[config.mk]
export PLATFORM = sky130hd
export DESIGN_NAME = config_reg_bank_flat
export DESIGN_NICKNAME = d
export VERILOG_FILES = /design/src/rtl/config_reg_bank_if.sv /design/src/rtl/config_reg_bank.sv /design/src/flat_wrapper.sv
export SDC_FILE = /design/constraint.sdc
export NUM_CORES = 1
export LEC_CHECK = 0
export BUFFER_PORTS_ARGS = -buffer_cell sky130_fd_sc_hd__clkbuf_2
export CORE_UTILIZATION = 45
export DETAILED_ROUTE_END_ITERATION = 16
export PLACE_DENSITY = 0.77
export SLEW_MARGIN = 20
export SYNTH_ARGS = -nofsm -noshare
export SYNTH_HDL_FRONTEND = slang
export SYNTH_SLANG_ARGS = --single-unit
export TNS_END_PERCENT = 1
[constraint.sdc]
create_clock -name clk -period 2.3 [get_ports clk]
set_input_delay 0.575 -clock clk [delete_from_list [all_inputs] [get_ports clk]]
set_output_delay 0.575 -clock clk [all_outputs]
set_load 0.05 [all_outputs]
[src/rtl/config_reg_bank_if.sv]
// config_reg_bank_if: val/rdy message ports of the config register bank.
interface config_reg_bank_if #(parameter int MSG_W = 13);
    logic             recv_val;
    logic             recv_rdy;
    logic [MSG_W-1:0] recv_msg;
    logic             send_val;
    logic             send_rdy;
    logic [MSG_W-1:0] send_msg;
    modport slave (input recv_val, recv_msg, send_rdy, output recv_rdy, send_val, send_msg);
    modport master (output recv_val, recv_msg, send_rdy, input recv_rdy, send_val, send_msg);
endinterface

[src/rtl/config_reg_bank.sv]
// config_reg_bank: bank of NUM_REGS config registers on the packet interconnect;
// hits write or read back a register, misses forward unchanged through a one-entry output buffer.
module config_reg_bank #(
    parameter int ADDR_SIZE    = 4,
    parameter int PAYLOAD_SIZE = 8,
    parameter int NUM_REGS     = 4,
    parameter int BASE_ADDR    = 0
) (
    input  logic                             clk,
    input  logic                             reset,
    config_reg_bank_if.slave                 bus,
    output logic [NUM_REGS*PAYLOAD_SIZE-1:0] cfg_out,
    output logic [NUM_REGS-1:0]              cfg_wr_pulse
);
    localparam int MSG_W = ADDR_SIZE + PAYLOAD_SIZE + 1;
    localparam int IDX_W = NUM_REGS > 1 ? $clog2(NUM_REGS) : 1;

    logic [NUM_REGS-1:0][PAYLOAD_SIZE-1:0] regs;
    logic [ADDR_SIZE-1:0] addr;
    logic [ADDR_SIZE:0]   addr_ext;
    logic [IDX_W-1:0]     idx;
    logic                 wr, hit, xfer;
    logic [MSG_W-1:0]     resp;

    assign addr     = bus.recv_msg[MSG_W-1 -: ADDR_SIZE];
    assign wr       = bus.recv_msg[PAYLOAD_SIZE];
    // One extra bit keeps the upper bound from wrapping when the bank ends at the top of the address space
    assign addr_ext = {1'b0, addr};
    assign hit      = addr_ext >= (ADDR_SIZE+1)'(BASE_ADDR) && addr_ext < (ADDR_SIZE+1)'(BASE_ADDR + NUM_REGS);
    assign idx      = IDX_W'(addr - ADDR_SIZE'(BASE_ADDR));
    assign resp     = (hit && !wr) ? {addr, 1'b0, regs[idx]} : bus.recv_msg;
    assign bus.recv_rdy = !bus.send_val || bus.send_rdy;
    assign xfer     = bus.recv_val && bus.recv_rdy;
    assign cfg_out  = regs;

    always_ff @(posedge clk or posedge reset) begin
        if (reset) begin
            regs         <= '0;
            bus.send_val <= 1'b0;
            bus.send_msg <= '0;
            cfg_wr_pulse <= '0;
        end else begin
            cfg_wr_pulse <= '0;
            if (xfer) begin
                bus.send_val <= 1'b1;
                bus.send_msg <= resp;
                if (hit && wr) begin
                    regs[idx]         <= bus.recv_msg[PAYLOAD_SIZE-1:0];
                    cfg_wr_pulse[idx] <= 1'b1;
                end
            end else if (bus.send_rdy) begin
                bus.send_val <= 1'b0;
            end
        end
    end
endmodule

[src/flat_wrapper.sv]
// flat-port wrapper written by rule: the top's interface ports become plain ports
module config_reg_bank_flat 
#(
    parameter int ADDR_SIZE    = 4,
    parameter int PAYLOAD_SIZE = 8,
    parameter int NUM_REGS     = 4,
    parameter int BASE_ADDR    = 0
)
  (clk, reset, cfg_out, cfg_wr_pulse, bus_recv_val, bus_recv_msg, bus_send_rdy, bus_recv_rdy, bus_send_val, bus_send_msg);
  config_reg_bank_if #(.MSG_W(13)) bus_i ();
  input  logic clk;
  input  logic reset;
  output logic [NUM_REGS*PAYLOAD_SIZE-1:0] cfg_out;
  output logic [NUM_REGS-1:0] cfg_wr_pulse;
  input wire logic [$bits(bus_i.recv_val)-1:0] bus_recv_val;
  input wire logic [$bits(bus_i.recv_msg)-1:0] bus_recv_msg;
  input wire logic [$bits(bus_i.send_rdy)-1:0] bus_send_rdy;
  output wire logic [$bits(bus_i.recv_rdy)-1:0] bus_recv_rdy;
  output wire logic [$bits(bus_i.send_val)-1:0] bus_send_val;
  output wire logic [$bits(bus_i.send_msg)-1:0] bus_send_msg;
  assign bus_i.recv_val = bus_recv_val;
  assign bus_i.recv_msg = bus_recv_msg;
  assign bus_i.send_rdy = bus_send_rdy;
  assign bus_recv_rdy = bus_i.recv_rdy;
  assign bus_send_val = bus_i.send_val;
  assign bus_send_msg = bus_i.send_msg;
  config_reg_bank #(.ADDR_SIZE(ADDR_SIZE), .PAYLOAD_SIZE(PAYLOAD_SIZE), .NUM_REGS(NUM_REGS), .BASE_ADDR(BASE_ADDR)) u_core (.clk(clk), .reset(reset), .bus(bus_i), .cfg_out(cfg_out), .cfg_wr_pulse(cfg_wr_pulse));
endmodule
=== After elaboration in Yosys (flattened, before gate mapping) ===
Cells that the tools add are included.

* Bits in registers: 50
* Bits of input ports: 17
* Output and inout bits: 51
* Word-level logic and storage cells: 33

* Reductions and logical operators: 10
* Magnitude comparators: 4
* Muxes and demuxes: 12

{| class="wikitable"
|+ Operators by type and width
! operator !! number
|-
| 32-bit bitwise mux || 1
|-
| 8-bit binary-select mux with 2-bit select || 1
|-
| 8-bit demux with 2-bit select || 1
|-
| 8-bit 2-to-1 mux || 2
|-
| 9-bit 2-to-1 mux || 1
|-
| 4-bit 2-to-1 mux || 2
|-
| 1-bit logical AND || 5
|-
| 4-bit by 1-bit >= comparator with 1-bit output, second input constant || 1
|-
| 4-bit by 3-bit less-than comparator with 1-bit output, second input constant || 1
|-
| 2-bit by 3-bit less-than comparator with 1-bit output, second input constant || 1
|-
| 1-bit 2-to-1 mux || 3
|-
| 1-bit demux with 2-bit select || 1
|-
| 2-bit by 1-bit >= comparator with 1-bit output, second input constant || 1
|-
| 1-bit logical NOT || 2
|-
| 2-bit AND reduction || 1
|-
| 2-bit nonzero test || 1
|-
| 1-bit logical OR || 1
|}

=== Logic depth before layout (Yosys ltp) ===
* Depth in word-level cells: 6
* Gate-level depth with buffers: 5
* Gate-level depth less buffers: 4

=== Worst setup path before layout ===
Ideal clock, no wire load.

* Kind: reg2reg
* From: register u_core.bus.send_val
* To: register u_core.bus.send_msg[0]
* Data arrival time: 1.953 ns
* Setup time: 0.126 ns
* Cell stages (with the launch flop): 6
* Path slack: 0.221 ns
* Path buffers: 1
* Required time: 2.174 ns
* Path through: dfrtp_1 > nor2b_1 > inv_1 > clkbuf_1 > a21boi_0 > a221o_1

* Word-level cells in the longest chain between the ends: 3

{| class="wikitable"
|+ RTL lines
! item !! line !! RTL
|-
| start, declared || config_reg_bank_if.sv:9 || <nowiki>modport slave (input recv_val, recv_msg, send_rdy, output recv_rdy, send_val, send_msg);</nowiki>
|-
| start signal, assigned || config_reg_bank.sv:39 || <nowiki>bus.send_val <= 1'b0;</nowiki>
|-
| start signal, assigned || config_reg_bank.sv:45 || <nowiki>bus.send_val <= 1'b1;</nowiki>
|-
| start signal, assigned || config_reg_bank.sv:52 || <nowiki>bus.send_val <= 1'b0;</nowiki>
|-
| 1-bit logical NOT || config_reg_bank.sv:32 || <nowiki>assign bus.recv_rdy = !bus.send_val || bus.send_rdy;</nowiki>
|-
| 1-bit logical OR || config_reg_bank.sv:32 ||
|-
| named net bus_recv_rdy || flat_wrapper.sv:18 || <nowiki>output wire logic [$bits(bus_i.recv_rdy)-1:0] bus_recv_rdy;</nowiki>
|-
| 1-bit logical AND || config_reg_bank.sv:33 || <nowiki>assign xfer = bus.recv_val && bus.recv_rdy;</nowiki>
|-
| end signal, assigned || config_reg_bank.sv:46 || <nowiki>bus.send_msg <= resp;</nowiki>
|-
| end, declared || config_reg_bank_if.sv:9 ||
|}

The timed path passes the listed nets, and every way through them passes these cells.
A chain may end at the register's enable or synchronous reset.

=== Final worst setup path ===
* From: register u_core.bus.send_val
* To: output port bus_recv_rdy

* Word-level cells in the longest chain between the ends: 2

{| class="wikitable"
|+ RTL lines
! item !! line
|-
| 1-bit logical NOT || config_reg_bank.sv:32
|-
| 1-bit logical OR || config_reg_bank.sv:32
|-
| end, declared || flat_wrapper.sv:18
|}

Every way passes these cells.

==> insert_results.sql <==
INSERT INTO impl_metrics (metric_group, metric, value, unit) VALUES
('status', 'result_of_the_run', 'finished, final reports clean', ''),
('clock_tree', 'cts_tree', 'built', ''),
('clock_tree', 'clkTransAtPathRegs', '0.10', 'ns'),
('worst_setup_path', 'cp_slowest_stage_delay', '0.35', 'ns'),
('timing', 'clock_period_minus_worst_slack', '2.157', 'ns'),
('clock_tree', 'cts-buffers-inserted', '5', ''),
('timing', 'fin_worst_hold_slack', '0.3327', 'ns'),
('floorplan', 'die_area', '5129', 'sq um'),
('global_routing', 'gr-usage-all-layers', '0.2089', ''),
('floorplan', 'ioPinCount', '68', ''),
('placement', 'port-buffer-count', '67', ''),
('worst_setup_path', 'worst_ep_arrival_time', '1.58', 'ns'),
('global_routing', 'grt_pass1_wl', '7.755', 'mm'),
('timing', 'fin_ws', '0.1432', 'ns'),
('clock_tree', 'post_cts_resized', '0', ''),
('detailed_routing', 'drt.antenna.violating_nets', '0', ''),
('worst_setup_path', 'timing.critical_path.slowest_stage_cell', 'dfrtp_1', ''),
('finish', 'flow.area_growth_from_synthesis', '26.97', '%'),
('floorplan', 'dieWidth', '71.62', 'um'),
('synthesis', 'synth_area_per_cell', '15.69', 'sq um'),
('power_and_ir_drop', 'cellLeakagePower', '1.459', 'nW'),
('power_and_ir_drop', 'max_vdd_drop', '0.4087', 'mV'),
('timing', 'timing.slew.headroom', '0.3639', ''),
('placement', 'hpwl', '3.473', 'mm'),
('synthesis', 'postSynth.topFlopCell', 'dfrtp_1', ''),
('synthesis', 'synth.cell_area', '2181', 'sq um'),
('finish', 'fill_cells', '342', ''),
('timing', 'clock_skew', '0.01207', 'ns'),
('synthesis', 'synth.yosys.seq_area_share', '0.5737', ''),
('global_routing', 'grt_antenna_before_repair', '0', ''),
('worst_setup_path', 'crit_required', '1.73', 'ns'),
('clock_tree', 'clock_root_buffer', 'clkbuf_8', ''),
('placement', 'detailedPlace.worstSlack', '0.2332', 'ns'),
('global_routing', 'vias_in_the_first_global_route', '1455', ''),
('finish', 'count_of_antenna_diodes_in_the_layout', '0', ''),
('synthesis', 'seq_cells_post_synth', '50', ''),
('global_routing', 'maximum_number_of_pins_on_one_net_before_global_route_repair', '32', ''),
('floorplan', 'dieHeight', '71.62', 'um'),
('clock_tree', 'cts_setup_buffers', '0', ''),
('worst_setup_path', 'r2r_slack', '0.49', 'ns'),
('floorplan', 'rows', '24', ''),
('detailed_routing', 'detail_route.wl_per_cell', '18.13', 'um'),
('finish', 'finalNetCount', '235', ''),
('finish', 'final_cell_mix', '67 x clkbuf_2, 50 x dfrtp_1, 29 x mux2_2', ''),
('synthesis', 'yosysTopAreaCellShare', '0.5737', ''),
('global_routing', 'overflow_left_after_global_routing', '0', ''),
('worst_setup_path', 'path_max_fanout', '14', ''),
('synthesis', 'syn_inst', '139', ''),
('synthesis', 'synth_top_cell_by_area', 'dfrtp_1', ''),
('finish', 'post_route_cells_drive_above_1_share', '0.6119', ''),
('timing', 'rsz0062_at_grt', 'false', ''),
('worst_setup_path', 'rr_startpoint', 'u_core.bus.send_val', ''),
('timing', 'final.setup.tns', '0', 'ns'),
('synthesis', 'post_synth_main_area_contributors', 'dfrtp_1 57%, mux2_2 15%, mux4_2 8.3%', ''),
('detailed_routing', 'detailedRoute.firstPassIterationCount', '4', ''),
('clock_tree', 'cts-hold-fix-buffers', '0', ''),
('clock_tree', 'cts-root-to-sink-buffers', '2', ''),
('clock_tree', 'cts_htree_levels', '2', ''),
('worst_setup_path', 'cp-end-kind', 'output pin', ''),
('placement', 'routabilityCongestion', '0.7596', ''),
('timing', 'slew_viol_final', '0', ''),
('worst_setup_path', 'worst_setup_path_start_kind', 'register', ''),
('clock_tree', 'cts.sinks', '50', ''),
('synthesis', 'async_flop_share', '1.000', ''),
('worst_setup_path', 'path_class', 'reg2out', ''),
('detailed_routing', 'drt-initial-drc-count', '122', ''),
('timing', 'period_share', '0.9377', ''),
('synthesis', 'number_of_synthesized_flops_with_an_enable_pin', '0', ''),
('run', 'cap_viol_max_count', '0', ''),
('detailed_routing', 'vias_per_cell', '5.701', ''),
('synthesis', 'synthesis.yosys.warnings', '0', '');
==> worst max path at each step <==
stage | start | to | slack (ns) | depth (start not counted)
after floorplan | u_core.bus.send_val | u_core.bus.send_msg[0] | 0.22 | 5
after global placement | bus_recv_msg[11] | u_core.cfg_out[28] | 0.26 | 4
after detailed placement | bus_send_rdy | bus_recv_rdy | 0.23 | 4
after CTS | u_core.bus.send_val | bus_recv_rdy | 0.19 | 3
after global routing | u_core.bus.send_val | bus_recv_rdy | 0.04 | 3
final | u_core.bus.send_val | bus_recv_rdy | 0.14 | 3
==> critical path, delay by kind of cell (launching register included) <==
kind          cells  cell delay [ns]
flops             1             0.35
buf+inv           2             0.59
simple gates      1             0.33
==> layer usage <==
layer	track usage	share of wire
met3	0.05626	0.060
met4	0.08932	0.017
met1	0.2765	0.44
met5	0	0
met2	0.3270	0.49
==> report_power, final <==
group | switching, mW | internal [mW]
logic | 0.633 | 0.262
clock network | 0.296 | 0.436
registers | 0.0931 | 1.01
total | 1.02 | 1.71
==> synthesized netlist by cell type, types with 2 or more instances <==
cell,count
clkbuf_1,2
nor3_1,2
dfrtp_1,50
and3b_1,2
nand4_1,3
mux4_2,8
mux2_2,29
mux2_4,8
nand2_1,2
a21boi_0,8
inv_1,7
a221o_1,8
==> flip-flops by register name (all words and copies together) (netlist names) <==
| name | cells |
|---|---|
| u_core.cfg_out | 32 |
| u_core.cfg_wr_pulse | 4 |
| u_core.bus.send_val | 1 |
| u_core.bus.send_msg | 13 |
==> cell families after synthesis <==
| family | Yosys count | share of synthesized area |
|---|---|---|
| and+or+nand+nor | 16 | 0.04877 |
| muxes | 45 | 0.2874 |
| DFF | 50 | 0.5737 |
| AOI/OAI and AO/OA | 16 | 0.06426 |
| buffers and inverters | 12 | 0.02582 |
==> cell type report <==
type | instances | area, sq um | share of cell area
Timing Repair Buffer | 77 | 410.4 | 0.1482
Clock buffer | 5 | 68.82 | 0.02485
Inverter | 7 | 26.28 | 0.009489
Multi-Input combinational cell | 77 | 878.3 | 0.3172
Clock inverter | 3 | 68.82 | 0.02485
Tap cell | 52 | 65.06 | 0.02350
Sequential cell | 50 | 1251 | 0.4519
==> metrics by stage <==
step	util	area, sq um	instances	total power, mW
final	0.6147	2769	271	2.727
after global routing	0.6147	2769	271	2.819
after CTS	0.6136	2764	271	2.734
after detailed placement	0.5831	2626	263	2.014
after global placement	0.5831	2626	263	2.000
after floorplan	-	2181	139	1.787
Power figures use the tool's default switching activity.
